--- src/rtl/bus_matrix_wrr_arbiter.sv ---
// Purpose: weighted round-robin arbiter sharing one slave port between N_REQ masters; optional macro BUS_MATRIX_ARB_TIMEOUT_EN.
// Latency: registered one-hot grant, 1 cycle after req_i; re-arbitration on release with no idle gap.
// Backpressure: owner is held while hold_i=1; with BUS_MATRIX_ARB_TIMEOUT_EN, release is forced after TIMEOUT held cycles.
module bus_matrix_wrr_arbiter #(
  parameter int N_REQ   = 4,
  parameter int CW      = 4,
  parameter int TIMEOUT = 64
) (
  input  logic                     clk,
  input  logic                     rst_n,
  input  logic [N_REQ-1:0]         req_i,
  input  logic [N_REQ*CW-1:0]      weight_i,
  input  logic                     xfer_i,
  input  logic                     hold_i,
  output logic [N_REQ-1:0]         gnt_o,
  output logic [$clog2(N_REQ)-1:0] owner_o,
  output logic                     gnt_valid_o,
  output logic                     timeout_o
);

  localparam int IW = $clog2(N_REQ);

  if (N_REQ < 2 || N_REQ > 16 || CW < 1 || TIMEOUT < 1) begin : g_bad_cfg
    $error("bus_matrix_wrr_arbiter: illegal parameter set");
  end

  typedef enum logic {IDLE, GRANT} state_t;

  state_t            state_q, state_d;
  logic [IW-1:0]     ptr_q, ptr_d;
  logic [IW-1:0]     owner_q, owner_d;
  logic [N_REQ-1:0]  gnt_q, gnt_d;
  logic [CW-1:0]     credit_q, credit_d;
  logic [CW-1:0]     credit_dec;
  logic [CW-1:0]     sel_weight;
  logic [CW-1:0]     fresh_credit;
  logic [IW-1:0]     owner_inc;
  logic [IW-1:0]     base;
  logic [IW-1:0]     sel;
  logic [IW:0]       idx;
  logic              any_req;
  logic              release_c;
  logic              force_rel;

  function automatic logic [IW-1:0] wrap_inc(input logic [IW-1:0] v);
    if (v == IW'(N_REQ-1)) return '0;
    return v + IW'(1);
  endfunction

  assign any_req   = |req_i;
  assign owner_inc = wrap_inc(owner_q);
  // In GRANT the search starts after the current owner so it is considered last.
  assign base      = (state_q == GRANT) ? owner_inc : ptr_q;

  // Circular priority search: first requester at or after base
  always_comb begin
    sel = base;
    idx = '0;
    for (int i = N_REQ-1; i >= 0; i--) begin
      idx = {1'b0, base} + (IW+1)'(i);
      if (idx >= (IW+1)'(N_REQ)) idx = idx - (IW+1)'(N_REQ);
      if (req_i[idx[IW-1:0]]) sel = idx[IW-1:0];
    end
  end

  assign sel_weight   = weight_i[int'(sel)*CW +: CW];
  assign fresh_credit = (sel_weight == '0) ? CW'(1) : sel_weight;
  assign credit_dec   = (xfer_i && credit_q != '0) ? credit_q - CW'(1) : credit_q;

`ifdef BUS_MATRIX_ARB_TIMEOUT_EN
  localparam int HW = $clog2(TIMEOUT+1);
  logic [HW-1:0] hold_cnt_q;
  logic          timeout_q;

  // This held cycle is the TIMEOUT-th one in a row: release regardless of hold_i
  assign force_rel = (state_q == GRANT) && hold_i && (hold_cnt_q == HW'(TIMEOUT-1));

  // Count consecutive held grant cycles; clear on hold drop, release or idle
  always_ff @(posedge clk or negedge rst_n) begin
    if (!rst_n) begin
      hold_cnt_q <= '0;
    end else if (state_q != GRANT || !hold_i || release_c) begin
      hold_cnt_q <= '0;
    end else begin
      hold_cnt_q <= hold_cnt_q + HW'(1);
    end
  end

  // Timeout pulse lands on the same edge as the forced grant change
  always_ff @(posedge clk or negedge rst_n) begin
    if (!rst_n) timeout_q <= 1'b0;
    else        timeout_q <= force_rel;
  end

  assign timeout_o = timeout_q;
`else
  assign force_rel = 1'b0;
  assign timeout_o = 1'b0;
`endif

  // Next-state: grant from IDLE, spend credit in GRANT, release and re-arbitrate
  always_comb begin
    state_d   = state_q;
    ptr_d     = ptr_q;
    owner_d   = owner_q;
    gnt_d     = gnt_q;
    credit_d  = credit_q;
    release_c = 1'b0;
    case (state_q)
      IDLE: begin
        if (any_req) begin
          state_d  = GRANT;
          owner_d  = sel;
          gnt_d    = N_REQ'(1) << sel;
          credit_d = fresh_credit;
        end
      end
      GRANT: begin
        credit_d  = credit_dec;
        release_c = (!hold_i && (!req_i[owner_q] || credit_dec == '0)) || force_rel;
        if (release_c) begin
          ptr_d = owner_inc;
          if (any_req) begin
            owner_d  = sel;
            gnt_d    = N_REQ'(1) << sel;
            credit_d = fresh_credit;
          end else begin
            state_d = IDLE;
            gnt_d   = '0;
          end
        end
      end
      default: begin
        state_d = IDLE;
        gnt_d   = '0;
      end
    endcase
  end

  // State and grant registers
  always_ff @(posedge clk or negedge rst_n) begin
    if (!rst_n) begin
      state_q  <= IDLE;
      ptr_q    <= '0;
      owner_q  <= '0;
      gnt_q    <= '0;
      credit_q <= '0;
    end else begin
      state_q  <= state_d;
      ptr_q    <= ptr_d;
      owner_q  <= owner_d;
      gnt_q    <= gnt_d;
      credit_q <= credit_d;
    end
  end

  assign gnt_o       = gnt_q;
  assign owner_o     = owner_q;
  assign gnt_valid_o = |gnt_q;

endmodule
--- config.mk ---
export PLATFORM = sky130hd
export DESIGN_NAME = bus_matrix_wrr_arbiter
export DESIGN_NICKNAME = d
export VERILOG_FILES = /design/src/rtl/bus_matrix_wrr_arbiter.sv
export SDC_FILE = /design/constraint.sdc
export NUM_CORES = 1
export LEC_CHECK = 0
export BUFFER_PORTS_ARGS = -buffer_cell sky130_fd_sc_hd__clkbuf_2
export CORE_MARGIN = 2
export CORE_UTILIZATION = 54
export CTS_CLUSTER_SIZE = 28
export DETAILED_ROUTE_END_ITERATION = 10
export HOLD_SLACK_MARGIN = 0.06
export PLACE_DENSITY = 0.78
export SYNTH_ARGS = -nofsm -noshare
export SYNTH_HDL_FRONTEND = slang
export SYNTH_SLANG_ARGS = --single-unit
--- constraint.sdc ---
create_clock -name clk -period 5.9 [get_ports clk]
set_input_delay 0.59 -clock clk [delete_from_list [all_inputs] [get_ports clk]]
set_output_delay 0.59 -clock clk [all_outputs]
set_load 0.01 [all_outputs]
---- After elaboration in Yosys (flattened, before gate mapping) ----
Index checks and enable logic that the tools add are counted.
word-level totals
  flip-flop bits (word level) ............. 13
  input bits .............................. 24
  output and inout bits ................... 8
  word-level logic and storage cells ...... 79
cells by class
  add/sub/neg operators ................... 9
  $lt $le $gt $ge ......................... 9
  eq/ne operators ......................... 3
  shift operators ......................... 2
  mux-type cells .......................... 38
  bitwise operators ....................... 1
  reduce and logical (&&, ||, !) cells .... 12
operators with widths
  cell                 count
  $mux 4               8
  $mux 2               13
  $pmux 4 s2           2
  $shiftx 16x5->4      1
  $lt 2x3->1 const B   5
  $bmux 1 s2           5
  $ge 3x3->1 const B   3
  $logic_not 4->1      2
  $mux 1               8
  $reduce_or 4->1      2
  $sub 2x1->2 const B  4
  $add 2x2->3 const B  2
  $pmux 2 s2           1
  $reduce_and 2->1     2
  $reduce_bool 4->1    1
  $shl 1x2->4 const A  1
  $sub 4x1->4 const B  1
  $add 2x1->3 const B  1
  $ge 2x3->1 const B   1
  $add 2x1->2 const B  1
  $eq 2x2->1 const B   1
  $logic_and 1x1->1    2
  $logic_not 1->1      2
  $ne 2x1->1 const B   1
  other kinds (4)      4

---- Depth between registers and ports, before layout ----
  depth after elaboration ................. 19
  gate-level depth with buffers ........... 10
  mapped depth without buffers ............ 10

---- Worst setup path before layout ----
Ideal clock, no wire load.
  path kind ............................... register to register
  from .................................... register owner_q[0] (netlist: owner_o[0])
  to ...................................... register credit_q[0]
  setup time .............................. 69 ps
  arrival ................................. 2378 ps
  data required time ...................... 5831 ps
  path slack .............................. 3453 ps
  cell stages (with the launch flop) ...... 11
  buffers on the path ..................... 1
  clock period less this slack ............ 2447 ps
  cells stage by stage .................... dfrtp_1 > ha_1 > mux2_2 > a32oi_1 > a22o_1 > buf_6 > mux2i_1 > mux2i_1 > o311ai_2 > nand3_1 > nand3_1
on the way
  longest elaborated chain between the ends .. 19
  elaborated cells between the ends (all ways) .. 44
  classes of those cells .................. 8 x add/sub; 4 x order compare; 1 x eq/ne; 1 x shift; 26 x mux; 4 x reduce/logical
RTL lines
  item                                              line  RTL
  from (decl)                                       31    logic [IW-1:0] owner_q, owner_d;
  from (signal assigned)                            151   owner_q <= owner_d;
  $eq 2x2->1                                        46    if (v == IW'(N_REQ-1)) return '0;
  $mux 1                                            46
  $mux 2 *                                          47    return v + IW'(1);
  net owner_inc[1]                                  37    logic [IW-1:0] owner_inc;
  $mux 2 *                                          53    assign base = (state_q == GRANT) ? owner_inc : ptr_q;
  $add 2x2->3                                       60    idx = {1'b0, base} + (IW+1)'(i);
  $ge 3x3->1 / $sub 2x1->2 (equally long branches)  61    if (idx >= (IW+1)'(N_REQ)) idx = idx - (IW+1)'(N_REQ);
  $mux 2                                            61
  [2 not listed]                                    n/a
  $mux 2 (3 in series)                              62    if (req_i[idx[IW-1:0]]) sel = idx[IW-1:0];
  $mux 2 *                                          62
  $shiftx 16x5->4 *                                 66    assign sel_weight = weight_i[int'(sel)*CW +: CW];
  $logic_not 4->1                                   67    assign fresh_credit = (sel_weight == '0) ? CW'(1) : sel_weight;
  $mux 4 *                                          67
  $mux 4                                            123   if (any_req) begin
  $mux 4                                            121   if (release_c) begin
  $pmux 4 s2 *                                      109   case (state_q)
  to (signal assigned)                              153   credit_q <= credit_d;
  to (decl)                                         33    logic [CW-1:0] credit_q, credit_d;
Mark *: on every way through the listed nets, which the timed path passes. The rest lies on a longest branch. The select of a mux whose other input is x is not followed.
A chain may end at the register's enable or synchronous reset.

---- Final worst setup path ----
  from .................................... register state_q
  to ...................................... register credit_q[0]
on the way
  longest elaborated chain between the ends .. 16
  elaborated cells between the ends (all ways) .. 37
  classes of those cells .................. 7 x add/sub; 4 x order compare; 1 x eq/ne; 1 x shift; 22 x mux; 1 x bitwise; 1 x reduce/logical
RTL lines
  item                                              line  RTL
  from (decl)                                       29    state_t state_q, state_d;
  from (signal assigned)                            149   state_q <= state_d;
  $mux 2                                            53
  $add 2x2->3                                       60
  $ge 3x3->1 / $sub 2x1->2 (equally long branches)  61
  $mux 2                                            61
  $bmux 1 s2                                        62
  $mux 1 (implied by the code)                      62
  $mux 2 (4 in series)                              62
  $shiftx 16x5->4                                   66
  $logic_not 4->1                                   67
  $mux 4                                            67
  $mux 4                                            123
  $mux 4                                            121
  $pmux 4 s2                                        109
Parallel ways exist; a longest one is shown, timed or not. The select of a mux whose other input is x is not followed.

==> results.json <==
{
  "status": "completed",
  "cts_setup_buffers": 0,
  "dpl_cell_area_sq_um": 1315,
  "ir_drop_mv": 0.2871,
  "synth_cell_types": 43,
  "tritoncts": "yes",
  "synth.avg_cell_area_sq_um": 8.523,
  "grt_max_degree": 22,
  "ys_warn_count": 0,
  "tns_ns": 0,
  "coreArea_sq_um": 2002,
  "start_util_pct": 58.75,
  "cap_violations": 0,
  "setup_violations": 0,
  "endpoint_kind": "flip-flop",
  "routed_wl_mm": 2.828,
  "min_period_over_period_pct": 47.52,
  "wl_met2_mm": 1.474,
  "place_congestion": 0.8928,
  "num_io_pins": 32,
  "cts.repair.resized": 0,
  "ys_ff_latch": 13,
  "antenna_found_initial": 0,
  "clkSinkCount": 13,
  "power_uw": 684.2,
  "fin_worst_skew_ns": 0.003744,
  "start_kind": "flip-flop",
  "post_drt_wl_per_cell_microns": 14.73,
  "synth-xor-area-share_pct": 0,
  "port_buffers": 30,
  "path_max_fanout": 21,
  "grt_pass1_wl_mm": 4.754,
  "post-dp-hpwl_mm": 2.215,
  "netlist_area_sq_um": 1176,
  "met1_length_mm": 1.220,
  "floorplan.rows": 16,
  "path_class": "flip-flop to flip-flop",
  "nets": 192,
  "max-clock-path-buffers": 2,
  "dieWidth_microns": 50.67,
  "diodes": 0,
  "rrSetupSlack_ns": 3.10,
  "hold_buffers": 0,
  "fin_area_sq_um": 1341,
  "first_global_vias": 1116,
  "first_pass_iters": 4,
  "maxSlewViolCount": 0,
  "num_vias": 1158,
  "cts_buffers": 3,
  "path_clk_slew_ns": 0.08,
  "instances_no_fill": 192,
  "yosysSeqAreaShare_pct": 27.66,
  "dp_cells": 188,
  "areaGrowthSynthToFinish_pct": 14.04,
  "tightestPinTransition_ns": 0.6235,
  "die_area_sq_um": 2567,
  "vias_per_cell": 6.031,
  "min_path_type": "input pin to async pin",
  "synth_edf_count": 0,
  "worstPathArrival_ns": 3.01,
  "dr.first_iter.drc_count": 35,
  "synth-simple-area-share_pct": 23.51,
  "synthAdderAreaFrac_pct": 2.128,
  "worstPathRequired_ns": 6.11,
  "synth_top_family_by_area": "compound AO/OA/AOI/OAI gates",
  "cts-root-buf": "clkbuf_4",
  "globalRouteOverflowTotal": 0,
  "wl_met3_microns": 117,
  "synth-compound-area-share_pct": 25.96,
  "rr_endpoint": "credit_q[0]",
  "reg2reg_from": "state_q",
  "slew_headroom_pct": 58.43,
  "synthFlopType": "dfrtp_1",
  "r2r_cells": 8,
  "period_minus_slack_ns": 2.804,
  "synthMuxAreaShare_pct": 15.32,
  "finalHoldViolations": 0,
  "fmax_mhz": 356.6,
  "die_y_microns": 50.67,
  "rsz0062_at_grt": "false",
  "synth_async_sr_flop_share_pct": 100.0,
  "track_usage_pct": 24.50,
  "clkLatencyLatePin_ns": 0.27,
  "power.density_nw_per_um2": 510.1,
  "top_layer": "met4",
  "route.detailed.drc": 0,
  "drive_gt1_share_pct": 27.27,
  "p_leak_uw": 0.0006179,
  "htreeDepth": 1,
  "netlist_instances": 138,
  "syn_nets": 164,
  "ant_nets": 0
}
[worst max path at each step]
stage	from	depth (start not counted)	to	slack, ns
global placement	owner_o[0]	9	credit_q[0]	3.27
global route	state_q	8	credit_q[0]	2.84
CTS	owner_o[0]	9	credit_q[0]	3.11
detailed placement	owner_o[0]	9	credit_q[0]	3.13
floorplan	owner_o[0]	10	credit_q[0]	3.45
finish	state_q	8	credit_q[0]	3.10
[cell usage after synthesis, types with 2 or more instances]
library cell,n,area (sq um)
a21o_1,2,15.01
a21oi_1,10,50.05
a22oi_1,4,30.03
a32oi_1,5,43.79
and3b_1,2,17.52
buf_2,3,15.01
buf_6,2,22.52
clkbuf_1,2,7.510
dfrtp_1,13,325.3
ha_1,2,25.02
inv_1,2,7.510
mux2_2,6,67.56
mux2i_1,9,90.09
nand2_1,17,63.81
nand2b_1,5,31.28
nand3_1,3,15.01
nor2_1,12,45.04
nor2b_1,4,25.02
nor3_1,3,15.01
o21ai_0,8,40.04
o221ai_1,2,17.52
[cells in the final DEF, fill, tap and decap left out, types with 2 or more instances in the layout]
master,count
clkbuf_2,30
nand2_1,17
dfrtp_1,13
nor2_1,12
a21oi_1,10
mux2i_1,9
o21ai_0,8
mux2_2,6
nand2b_1,5
a32oi_1,5
nor2b_1,4
a22oi_1,4
nand3_1,3
nor3_1,3
clkbuf_4,3
inv_1,2
and3b_1,2
a21o_1,2
o221ai_1,2
ha_1,2
[registers in the layout, summed over array words and instances, names as in the netlist]
| signal | count |
|---|---|
| owner_o | 2 |
| state_q | 1 |
| credit_q | 4 |
| ptr_q | 2 |
| gnt_o | 4 |
[power breakdown]
part / switching [uW] / internal, uW / leakage, uW / total [uW]
clock network: 27.9 / 26.2 / 0.0000150 / 54.1
logic: 243 / 203 / 0.000446 / 446
registers: 56.3 / 128 / 0.000157 / 184
total: 327 / 357 / 0.000618 / 684
[layer usage]
metal	vias up	track usage, %
met1	553	26.88
met3	2	5.952
met2	28	47.15
met5	-	0
li1	575	-
met4	0	4.955
[layout make-up]
class | instances | area, sq um
multi-input cells | 115 | 790.8
fillers | 179 | 660.6
flip-flops and latches | 13 | 325.3
repair buffers | 31 | 157.7
well taps | 27 | 33.78
clock buffers | 4 | 26.28
inverters | 2 | 7.507
[through the flow]
step                      worst slack (ns)  util, %  hold slack [ns]
after floorplan                      3.453        -           0.2944
after global placement               3.269    65.69           0.4991
after global routing                 2.837    67.00           0.2178
after detailed placement             3.126    65.69           0.5051
after CTS                            3.107    67.00           0.2071
final                                3.096    67.00           0.2003
[kinds of logic (layout without fill, tap and decap cells)]
family                     after synthesis  after routing
and+or+nand+nor                         53             53
DFF                                     13             13
AOI/OAI and AO/OA                       43             43
other                                    1              1
muxes                                   16             16
buffers and inverters                   10             37
adders and majority gates                2              2
[worst max-delay path: stages (launching register included)]
cell,delay (ns)
dfrtp_1,0.74
mux2_2,0.42
a32oi_1,0.21
a22o_1,0.43
mux2i_1,0.23
mux2i_1,0.15
o311ai_2,0.35
nand3_1,0.11
nand3_1,0.10
Power figures use the tool's default switching activity.
